==> config.mk <==
export PLATFORM = sky130hd
export DESIGN_NAME = pc_sequencer
export DESIGN_NICKNAME = d
export VERILOG_FILES = /design/src/rtl/pc_sequencer.sv
export SDC_FILE = /design/constraint.sdc
export NUM_CORES = 1
export LEC_CHECK = 0
export CORE_MARGIN = 2
export CORE_UTILIZATION = 50
export DETAILED_ROUTE_END_ITERATION = 16
export GPL_TIMING_DRIVEN = 0
export PLACE_DENSITY_LB_ADDON = 0.12
export SYNTH_ARGS = -nofsm -noshare
export SYNTH_HDL_FRONTEND = slang
export SYNTH_SLANG_ARGS = --single-unit
==> constraint.sdc <==
create_clock -name Clk -period 6 [get_ports Clk]
set_clock_uncertainty 0.15 [all_clocks]
set_input_delay 1.8 -clock Clk [delete_from_list [all_inputs] [get_ports Clk]]
set_output_delay 1.8 -clock Clk [all_outputs]
set_load 0.02 [all_outputs]
==> src/rtl/pc_sequencer.sv <==
// Program-flow controller: owns the program counter and sequences fetch
// through ordinary step, branch, single-cycle load stall and halt.
module pc_sequencer #(
  parameter int PC_W     = 10,
  parameter int START_PC = 0,
  parameter int LUT_W    = 5,
  parameter int CNT_W    = 16
) (
  input  logic             Clk,
  input  logic             Reset,
  input  logic             Start,
  input  logic [8:0]       Instruction,
  input  logic             BranchFlag,
  input  logic [PC_W-1:0]  Target,
  output logic [PC_W-1:0]  ProgCtr,
  output logic [LUT_W-1:0] LutIdx,
  output logic             Stall,
  output logic             Running,
  output logic             Done,
  output logic [CNT_W-1:0] CycleCnt
);

  typedef enum logic [1:0] {
    IDLE      = 2'd0,
    RUN       = 2'd1,
    LOAD_WAIT = 2'd2,
    HALT      = 2'd3
  } state_t;

  localparam logic [PC_W-1:0]  START_PC_V = PC_W'(START_PC);
  localparam logic [PC_W-1:0]  PC_ONE     = {{(PC_W-1){1'b0}}, 1'b1};
  localparam logic [CNT_W-1:0] CNT_ONE    = {{(CNT_W-1){1'b0}}, 1'b1};
  localparam logic [CNT_W-1:0] CNT_MAX    = {CNT_W{1'b1}};

  state_t           state_q, state_d;
  logic [PC_W-1:0]  pc_q, pc_d;
  logic             armed_q, armed_d;
  logic [CNT_W-1:0] cnt_q, cnt_d;
  logic             running_q, running_d;
  logic             done_q, done_d;

  logic is_halt, is_branch, is_load, branch_taken;

  // Instruction decode
  always_comb begin
    is_halt      = (Instruction == 9'h0FF);
    is_branch    = (Instruction[8] == 1'b0) && (Instruction[6] == 1'b1) && !is_halt;
    is_load      = (Instruction[8:6] == 3'b110);
    branch_taken = is_branch && (Instruction[7] || BranchFlag);
  end

  // Next-state, PC, arm and cycle-counter logic
  always_comb begin
    state_d = state_q;
    pc_d    = pc_q;
    armed_d = armed_q;
    cnt_d   = cnt_q;
    if (Start) begin
      // Start aborts anything in flight, including a pending load write-back.
      state_d = IDLE;
      pc_d    = START_PC_V;
      armed_d = 1'b1;
      cnt_d   = {CNT_W{1'b0}};
    end else begin
      case (state_q)
        IDLE: begin
          if (armed_q) begin
            state_d = RUN;
            armed_d = 1'b0;
          end else begin
            state_d = IDLE;
          end
        end
        RUN: begin
          if (is_halt) begin
            state_d = HALT;
          end else if (is_load) begin
            state_d = LOAD_WAIT;
          end else if (branch_taken) begin
            pc_d = Target;
          end else begin
            pc_d = pc_q + PC_ONE;
          end
        end
        LOAD_WAIT: begin
          pc_d    = pc_q + PC_ONE;
          state_d = RUN;
        end
        HALT: begin
          state_d = HALT;
        end
        default: begin
          state_d = IDLE;
        end
      endcase
      if (((state_q == RUN) || (state_q == LOAD_WAIT)) && (cnt_q != CNT_MAX)) begin
        cnt_d = cnt_q + CNT_ONE;
      end else begin
        cnt_d = cnt_q;
      end
    end
    running_d = (state_d == RUN) || (state_d == LOAD_WAIT);
    done_d    = (state_d == HALT);
  end

  // State and registered outputs
  always_ff @(posedge Clk) begin
    if (Reset) begin
      state_q   <= IDLE;
      pc_q      <= START_PC_V;
      armed_q   <= 1'b0;
      cnt_q     <= {CNT_W{1'b0}};
      running_q <= 1'b0;
      done_q    <= 1'b0;
    end else begin
      state_q   <= state_d;
      pc_q      <= pc_d;
      armed_q   <= armed_d;
      cnt_q     <= cnt_d;
      running_q <= running_d;
      done_q    <= done_d;
    end
  end

  // Stall must react to the instruction in the same cycle, so it stays combinational.
  always_comb begin
    Stall  = (state_q == RUN) && is_load;
    LutIdx = Instruction[LUT_W-1:0];
  end

  assign ProgCtr  = pc_q;
  assign Running  = running_q;
  assign Done     = done_q;
  assign CycleCnt = cnt_q;

endmodule

# Yosys cells after proc, flatten, opt, wreduce, memory -nomap -nowiden
# Index checks and enable logic that the tools add are counted.
dict set report classes {
  n_addsub 2
  n_eq_ne 11
  muxes 11
  bitwise 1
  n_reduce_logical 14
}
# cell count
set op_table {}
lappend op_table {{two-way mux 10 bit} 3}
lappend op_table {{one-hot mux 10 bit (2 select lines)} 1}
lappend op_table {{adder 16 x 1 -> 16 bit (second input constant)} 1}
lappend op_table {{!= test 16 bit (second input constant)} 1}
lappend op_table {{adder 10 x 1 -> 10 bit (second input constant)} 1}
lappend op_table {{equality test 9 x 8 -> 1 bit (second input constant)} 1}
lappend op_table {{equality test 2 bit (second input constant)} 4}
lappend op_table {{one-hot mux 2 bit (4 select lines)} 1}
lappend op_table {{two-way mux 2 bit} 3}
lappend op_table {{logical AND 1 bit} 5}
lappend op_table {{equality test 2 x 1 -> 1 bit (second input constant)} 2}
lappend op_table {{!= test 2 bit (second input constant)} 2}
lappend op_table {{nonzero test 2 bit} 2}
lappend op_table {{equality test 3 bit (second input constant)} 1}
lappend op_table {{logical OR 1 bit} 3}
lappend op_table {{two-way mux 1 bit} 3}
lappend op_table {{AND reduction 3 bit} 1}
lappend op_table {{zero test 2 bit} 1}
lappend op_table {{OR reduction 2 bit} 1}
lappend op_table {{zero test 1 bit} 1}
lappend op_table {{NOT 1 bit} 1}
dict set report word_totals {
  ff_bits 31
  in_bits 23
  output_inout_bits 34
  wordCells 45
}

# Logic depth before layout (Yosys ltp)
dict set report logic_depth {
  depth_word 8
  mapped_depth 8
  depth_no_buf 8
}

# Least setup slack after synthesis
# No wires, ideal clock.
dict set report synth_timing {
  path_kind {input-to-output}
  from {input port Instruction[6]}
  to {output port Stall}
  arrival_ns 2.177
  t_required_ns 4.050
  slack_ns 1.873
  stages 1
  path_buffers 0
  path_cell_list {and4b_1}
}
dict set report synth_between {
  elab_chain_cells 2
}
# element line_no
set synth_rtl {}
lappend synth_rtl {{from (decl)} 12} ;# input logic [8:0] Instruction,
lappend synth_rtl {{equality test 3 bit} 48} ;# is_load = (Instruction[8:6] == 3'b110);
lappend synth_rtl {{logical AND 1 bit} 127} ;# Stall = (state_q == RUN) && is_load;
lappend synth_rtl {{to (decl)} 17} ;# output logic Stall,
# Every way passes these cells.

# Worst setup path after layout
dict set report layout_timing {
  from {input port Instruction[7]}
  to {output port Stall}
}
# The elaborated chain is that of the path after synthesis.

==> results.json <==
{
  "clk_latency_ns": 0.29,
  "synth_common_cells": "dfxtp_1 (31), nand2_1 (25), a21oi_1 (23)",
  "cp_max_fo": 4,
  "wirelength_mm": 4.61,
  "cp_common_cell": "clkdlybuf4s50_1",
  "async_flop_share_pct": 0,
  "fin_tns_setup_ns": 0,
  "multi_input_area_sq_mm": 0.00111,
  "synth_edf_count": 0,
  "arrival_ns": 3.19,
  "dp_hpwl_mm": 3.37,
  "power_frac_clock_pct": 45.9,
  "avgViaCountPerCell": 5.83,
  "outcome": "completed",
  "ir_drop_uv": 157,
  "grt_pass1_wl_mm": 7.79,
  "core_area_sq_mm": 0.00361,
  "min_from": "ProgCtr[9]",
  "vias": 1971,
  "synth.net_count": 256,
  "fin_crit_sh_pct": 85.7,
  "numClockSinks": 31,
  "power.switching_fraction_pct": 22.4,
  "drt_iter0_markers": 108,
  "chipWidth_microns": 64.8,
  "fin_nets": 319,
  "grt_setup_unrepaired": "false",
  "whs_path_depth": 2,
  "yosysMostFrequentCell": "dfxtp_1",
  "cpLargestDelayFamily": "buffers and inverters",
  "seq_area_sq_um": 621,
  "worst-r2r-setup-slack_ns": 3.57,
  "antenna_cells": 0,
  "ys_ff_latch": 31,
  "timing.rr.end": "CycleCnt[13]",
  "cts-resized-gates": 0,
  "max-cap-violations": 0,
  "cts_buffers": 5,
  "htree_levels": 2,
  "ys_warn_count": 0,
  "grt.total_usage_pct": 23.6,
  "path_depth": 3,
  "cts_tree": "done",
  "antenna_found_initial": 0,
  "drc": 0,
  "io_buffers": 56,
  "netlist_area_sq_mm": 0.00185,
  "fillers": 304,
  "seq_power_share_pct": 43.9,
  "path_cells": "clkdlybuf4s50_1, and4b_1, clkdlybuf4s50_1",
  "gp_congestion": 0.868,
  "syn_area_per_cell_sq_um": 8.17,
  "ys.flop_type": "dfxtp_1",
  "yosysTopAreaCellShare_pct": 33.6,
  "final_hold_viol_count": 0,
  "first_pass_iters": 5,
  "crit_slowest_cell": "clkdlybuf4s50_1",
  "worst_r2r_path_depth": 7,
  "seq_area_frac_synth_pct": 33.6,
  "combinationalPowerShare_pct": 10.2,
  "fmax_mhz": 194,
  "power_leakage_nw": 0.931,
  "start_util_pct": 51.2,
  "postCtsHoldBufs": 0,
  "intPower_mw": 0.368,
  "netlist_instances": 226,
  "switching_power_mw": 0.106,
  "yosys.area.top_type": "dfxtp_1",
  "rr_startpoint": "state_q[0]",
  "num_io_pins": 57,
  "overflow": 0,
  "dieArea_sq_mm": 0.00419,
  "cp-end-kind": "output port",
  "cts_buffer_depth": 2,
  "yosys.cell_types.count": 45,
  "die_y_microns": 64.8,
  "dpl.cell_count": 330,
  "grt_pass1_vias": 1835,
  "root_buffer": "clkbuf_8",
  "hold_class": "reg2reg",
  "setup_violations": 0,
  "startpoint_type": "primary input",
  "cts_setup_buffers": 0,
  "netlist_top_cells_area": "dfxtp_1 (34%), mux2i_1 (6.5%), a21oi_1 (6.2%)",
  "cpPeakStageDelay_ns": 0.62,
  "path_class": "in2out",
  "period_needed_ns": 5.14,
  "tightestPinTransition_ns": 0.536,
  "min_to": "ProgCtr[9]",
  "instances_no_fill": 338,
  "powerDensity_mw_per_mm2": 183,
  "synthToLayoutAreaGrowth_pct": 40.0,
  "rows": 22,
  "wire_per_inst_microns": 13.6,
  "cp_num_buf_inv": 2,
  "relSlewSlack_pct": 64.0,
  "drv_slew": 0,
  "layout-drive-gt1-share_pct": 9.66,
  "clk_pin_slew_ns": 0.07,
  "crit_required_ns": 4.05,
  "grt_max_degree": 11,
  "ant_nets": 0
}
worst max path at each step:
| stage | startpoint | end |
|---|---|---|
| after floorplan | Instruction[6] | Stall |
| after global placement | Instruction[7] | Stall |
| after detailed placement | Instruction[7] | Stall |
| after CTS | Instruction[7] | Stall |
| after global routing | Instruction[7] | Stall |
| final | Instruction[7] | Stall |
area by class of cell:
type	instances	area share [%]
tap	48	2.32
buffer	15	3.15
timing repair buffer	56	21.7
clock inverter	2	1.36
clock buffer	6	3.20
sequential	31	24.0
inverter	8	1.16
multi-input combinational	172	43.1
through the flow:
stage | utilization [%] | hold WS, ns | total power, mW | instance area, sq um | worst slack (ns)
global placement | 68.4 | 0.325 | 0.260 | 2470 | 0.853
floorplan | - | 0.302 | 0.235 | 1850 | 1.87
detailed placement | 68.4 | 0.335 | 0.261 | 2470 | 0.846
CTS | 71.7 | 0.349 | 0.477 | 2580 | 0.844
finish | 71.7 | 0.343 | 0.474 | 2580 | 0.857
global route | 71.7 | 0.376 | 0.493 | 2580 | 0.775
state kept, by name (all words and copies together), names as in the netlist:
name,count
CycleCnt,16
ProgCtr,10
state_q,2
Done,1
Running,1
armed_q,1
cells by family after synthesis:
family          Yosys count  synth area share, %
compound gates           58                 20.7
simple gates             95                 28.4
buf+inv                  23                 6.03
mux                      12                 6.51
flops                    31                 33.6
fa+ha+maj                 7                 4.75
tightest hold or removal path, delay by kind of cell, from the launching register on:
kind               cells  cell delay [ns]
DFF                    1             0.32
and+or+nand+nor        1             0.06
AOI/OAI and AO/OA      1             0.07
placed cells by master (no fill, tap or decap), types with 2 or more instances in the layout:
master           count
mux2i_1             12
nand2_1             25
inv_1                8
o22ai_1              7
buf_4                6
nor4_1               3
or3_1                5
o311ai_0             2
clkbuf_8             6
nor2_1              10
and4_2               2
dfxtp_1             31
nand3_1              9
or2_2                6
nor2b_1              3
o21ai_0              8
a21oi_1             23
clkbuf_1             7
and3_1               3
buf_2                2
nor3_1              10
nand3b_1             2
ha_1                 7
nand4_1              5
a2111o_1             5
o41ai_1              3
clkdlybuf4s50_1     56
or4_1                3
power groups by stage:
| stage | sequential (mW) | clock, mW | combinational (mW) |
|---|---|---|---|
| 3_5_place_dp | 0.213 | 0 | 0.0480 |
| 5_1_grt | 0.208 | 0.232 | 0.0523 |
| 6_report | 0.208 | 0.218 | 0.0481 |
| 4_1_cts | 0.208 | 0.220 | 0.0482 |
| 3_3_place_gp | 0.213 | 0 | 0.0474 |
| 2_1_floorplan | 0.214 | 0 | 0.0218 |
metal layers:
layer / track usage [%] / vias up / routed length [microns]
li1: - / 975 / -
met1: 27.4 / 904 / 1980
met2: 41.8 / 76 / 2250
met3: 5.03 / 16 / 291
met4: 9.57 / 0 / 98
met5: 0 / - / 0
Note: power is estimated with default switching activity, not from simulation.
==> RTL change 1, RTL diff (same settings) <==
Encoding of `state_t`: now one-hot (4 bits for 4 states).
--- a/src/rtl/pc_sequencer.sv
+++ b/src/rtl/pc_sequencer.sv
@@ -21,9 +21,9 @@
 );
 
-  typedef enum logic [1:0] {
-    IDLE      = 2'd0,
-    RUN       = 2'd1,
-    LOAD_WAIT = 2'd2,
-    HALT      = 2'd3
+  typedef enum logic [3:0] {
+    IDLE      = 4'b0001,
+    RUN       = 4'b0010,
+    LOAD_WAIT = 4'b0100,
+    HALT      = 4'b1000
   } state_t;
 
Formal check against the unedited RTL: same outputs for any inputs over 10 cycles, from zero or initial values and one cycle with Reset high; not proved beyond that.
==> RTL change 1 against the original RTL <==
Routed wire length is 3.7% lower; design area is 4.0% lower; synthesized cell count is 3.1% lower; sequential share of layout area is 2.6 points higher; sequential cell count is 2 higher; total power is 17% lower; area after synthesis is 2.0% lower; sequential power is 6% higher; worst setup slack worse by 0.36 ns; die area is 1.9% lower; largest power group is now registers; highest routed layer unchanged.
==> RTL change 1: results <==
[logic_synthesis]
synthTopCellsByCount = dfxtp_1 (33), nor2_1 (22), nand2_1 (20), a21oi_1 (19), xnor2_1 (14)
ys_seq_area_share_pct = 36.5
ys_async_sr_fraction_pct = 0
ys_types = 47
synthMuxAreaShare_pct = 2.28
syn-num-nets = 244
synth.area.top_cells = dfxtp_1 (37%), xnor2_1 (6.8%), a21oi_1 (5.3%), nor2_1 (4.6%), nand2_1 (4.2%)
synth-compound-area-share_pct = 17.8
synth_xor_area_share_pct = 6.78
synth_fa_ha_area_share_pct = 1.38
synth_warnings = 0

[place]
port_buffers = 56
hpwl_um = 3190
gp_congestion = 0.898

[grt]
grt_use_total_pct = 22.8
grt_pass1_wl_um = 7420
grt_pass1_vias = 1627

[pwr]
p_leak_nw = 0.795
ir_drop_uv = 101
p_sw_share_pct = 23.4

[cells_and_area]
fin_nets = 307
insertedDiodeCount = 0
drive_gt1_share_pct = 10.3
n_fill_cell = 296

[timing]
worst-slew-pin-transition_ns = 0.610

[min_path]
whs_path_depth = 2
min_to = ProgCtr[9]$_SDFFE_PP0P_

[setup_path]
r2r_end = CycleCnt[11]$_SDFFE_PP0P_
worstPathArrival_ns = 3.55
r2r-start = CycleCnt[0]$_SDFFE_PP0P_
r2r_cells = 7
r2r_setup_slack_ns = 3.43
max_stage_delay_ns = 0.71

[clock_network]
insertion_delay_ns = 0.34
numCtsBuffers = 5
path_clk_slew_ns = 0.10
cts-root-buf = clkbuf_4
cts_resized = 0

[drt]
finalWirelength_um = 4440
firstDrtPassIters = 4
vias = 1822
drt_iter0_markers = 138

[outcome]
outcome = finished clean
==> RTL change 1: power groups by stage <==
stage	registers (mW)	logic (mW)	clock network (mW)
floorplan	0.226	0.0188	0
global placement	0.226	0.0420	0
detailed placement	0.226	0.0420	0
CTS	0.221	0.0423	0.132
global route	0.221	0.0459	0.141
finish	0.221	0.0423	0.128
==> RTL change 1: worst max-delay path: cells and delay by family <==
family	cells	cell delay [ns]
buf+inv	2	1.23
simple gates	2	0.52
==> RTL change 1: per-layer routing <==
metal	up-vias	GRT usage [%]	share of wire, %
met3	10	7.04	7.6
met2	64	36.6	46
met4	0	6.65	1.9
li1	924	-	-
met5	-	0	0
met1	824	29.6	45
==> RTL change 1: worst max path at each step <==
stage / start / to / depth (start not counted)
global placement: Instruction[7] / Stall / 4
global route: Instruction[7] / Stall / 4
CTS: Instruction[7] / Stall / 4
finish: Instruction[7] / Stall / 4
detailed placement: Instruction[7] / Stall / 4
floorplan: Instruction[8] / Stall / 2
==> RTL change 1: stage by stage <==
stage	setup WS, ns	cell area (um2)	cells	hold WS [ns]	utilization (%)
final	0.501	2480	328	0.356	72.6
after global routing	0.428	2480	328	0.389	72.6
after CTS	0.498	2480	328	0.356	72.6
after detailed placement	0.489	2430	321	0.342	71.0
after global placement	0.518	2430	321	0.334	71.0
after floorplan	1.49	1810	219	0.360	-
==> RTL change 1: layout make-up <==
class                   instances  area [um2]  area share (%)
well taps                      46        57.6            2.32
inverters                       2        7.51           0.303
flip-flops and latches         33         661            26.6
clock buffers                   7        55.1            2.22
repair buffers                 56         561            22.6
multi-input cells             169        1040            42.1
plain buffers                  15        95.1            3.83
==> RTL change 2, RTL diff (same flow settings) <==
Without the edit above. The parameter `PC_W` goes from 10 to 12.
--- a/src/rtl/pc_sequencer.sv
+++ b/src/rtl/pc_sequencer.sv
@@ -2,5 +2,5 @@
 // through ordinary step, branch, single-cycle load stall and halt.
 module pc_sequencer #(
-  parameter int PC_W     = 10,
+  parameter int PC_W     = 12,
   parameter int START_PC = 0,
   parameter int LUT_W    = 5,
Interface: changed (resized ProgCtr and Target); port bits go from 57 to 61. The function was not compared with the original's and may differ.
==> RTL change 2 against the original RTL <==
Global-route usage decreased by 0.16 points; routed wire length rose by 7.4%; design area increased by 3.6%; sequential share of layout area is 0.65 points higher; critical path depth stayed put; hold slack got worse by 0.0052 ns; worst setup slack got worse by 0.057 ns; total power shrank 7.0%; sequential cell count up 2; area after synthesis increased by 5.2%; combinational power up 5.6%; via count is 5.3% higher.
==> RTL change 2: results <==
[cells_and_area]
n_fill_cell = 320
inv_count = 9
seqAreaFraction_pct = 24.7
buffers = 70
clk_share_pct = 3.22
seq_cell_count = 33
clock_buffers = 7
multi_input_area_share_pct = 44.2
drive_gt1_share_pct = 5.98
bufAreaShareNonClock_pct = 24.4
fin_nets = 333
comb.multi_input.count = 182

[grt]
grt_pass1_wl_um = 8110
antenna_found_initial = 0
grt_pass1_vias = 1849
grt_use_total_pct = 23.4

[place]
port_buffers = 59
gp_congestion = 0.790
place_ws_ns = 0.800
hpwl_um = 3590

[setup_path]
r2r_setup_slack_ns = 3.75
crit_path_top_delay_cell = clkdlybuf4s50_1
max_stage_delay_ns = 0.64
worstPathArrival_ns = 3.25
r2r_cells = 6
r2r_end = CycleCnt[15]$_SDFFE_PP0P_

[min_path]
min-delay-start = armed_q$_SDFFE_PP0P_
whs_path_depth = 2
min_to = armed_q$_SDFFE_PP0P_

[logic_synthesis]
ys_types = 44
synthTopCellsByCount = dfxtp_1 (33), nand2_1 (28), a21oi_1 (19), mux2i_1 (14), or3_1 (12)
synth.area.top_cells = dfxtp_1 (34%), mux2i_1 (7.2%), nand2_1 (5.4%), a21oi_1 (4.9%), ha_1 (4.5%)
ys_async_sr_fraction_pct = 0
syn-num-nets = 267
ys_seq_area_share_pct = 34.0

[pwr]
p_seq_share_pct = 50.4
combPwrFrac_pct = 11.5
p_leak_nw = 0.930
ir_drop_uv = 116
power-top-group = registers
p_sw_share_pct = 23.0

[timing]
worst-slew-pin-transition_ns = 0.697
fin_crit_sh_pct = 86.7
fin_setup_tns_ns = 0

[clock_network]
numCtsBuffers = 5
insertion_delay_ns = 0.28
path_clk_slew_ns = 0.06

[drt]
dr_wl_met2_um = 2290
met1_length_um = 2250
firstDrtPassIters = 4
via_per_inst = 5.95
route.met3.wl_um = 335
drt_iter0_markers = 241
wl_per_cell_um = 14.2

[outcome]
outcome = finished clean
## RTL change 2: changes by cell type after synthesis, moves of 4 or more
| cell | before | now |
|---|---|---|
| o31ai_1 | 1 | 5 |
| a31oi_1 | 1 | 5 |
| or3_1 | 5 | 12 |
| and4_1 | 1 | 5 |
| a2111o_1 | 5 | 0 |
| a21oi_1 | 23 | 19 |
## RTL change 2: through the flow
step | instances | utilization [%] | total power, mW | hold WS [ns] | cell area (um2)
2_1_floorplan | 235 | - | 0.251 | 0.307 | 1940
3_3_place_gp | 342 | 70.3 | 0.277 | 0.321 | 2590
3_5_place_dp | 342 | 70.3 | 0.277 | 0.332 | 2590
4_1_cts | 349 | 72.6 | 0.444 | 0.348 | 2680
5_1_grt | 349 | 72.6 | 0.458 | 0.378 | 2680
6_report | 349 | 72.6 | 0.441 | 0.338 | 2680
## RTL change 2: layer usage
metal | track usage (%) | vias up
met3 | 5.28 | 9
met4 | 8.93 | 0
met5 | 0 | -
met2 | 36.6 | 77
met1 | 31.2 | 966
li1 | - | 1024
## RTL change 2: worst max path at each step
stage	from	endpoint	depth (start not counted)
floorplan	Instruction[6]	Stall	1
global placement	Instruction[7]	Stall	3
detailed placement	Instruction[7]	Stall	3
CTS	Instruction[7]	Stall	3
global route	Instruction[7]	Stall	3
finish	Instruction[7]	Stall	3
## RTL change 2: kinds of logic after synthesis
group | count (synthesis) | share of synthesized area, %
AO/OA/AOI/OAI | 56 | 18.9
adder cells (fa/ha/maj) | 7 | 4.51
buffers and inverters | 20 | 5.03
flip-flops | 33 | 34.0
multiplexers | 15 | 7.99
AND/OR/NAND/NOR | 104 | 29.5
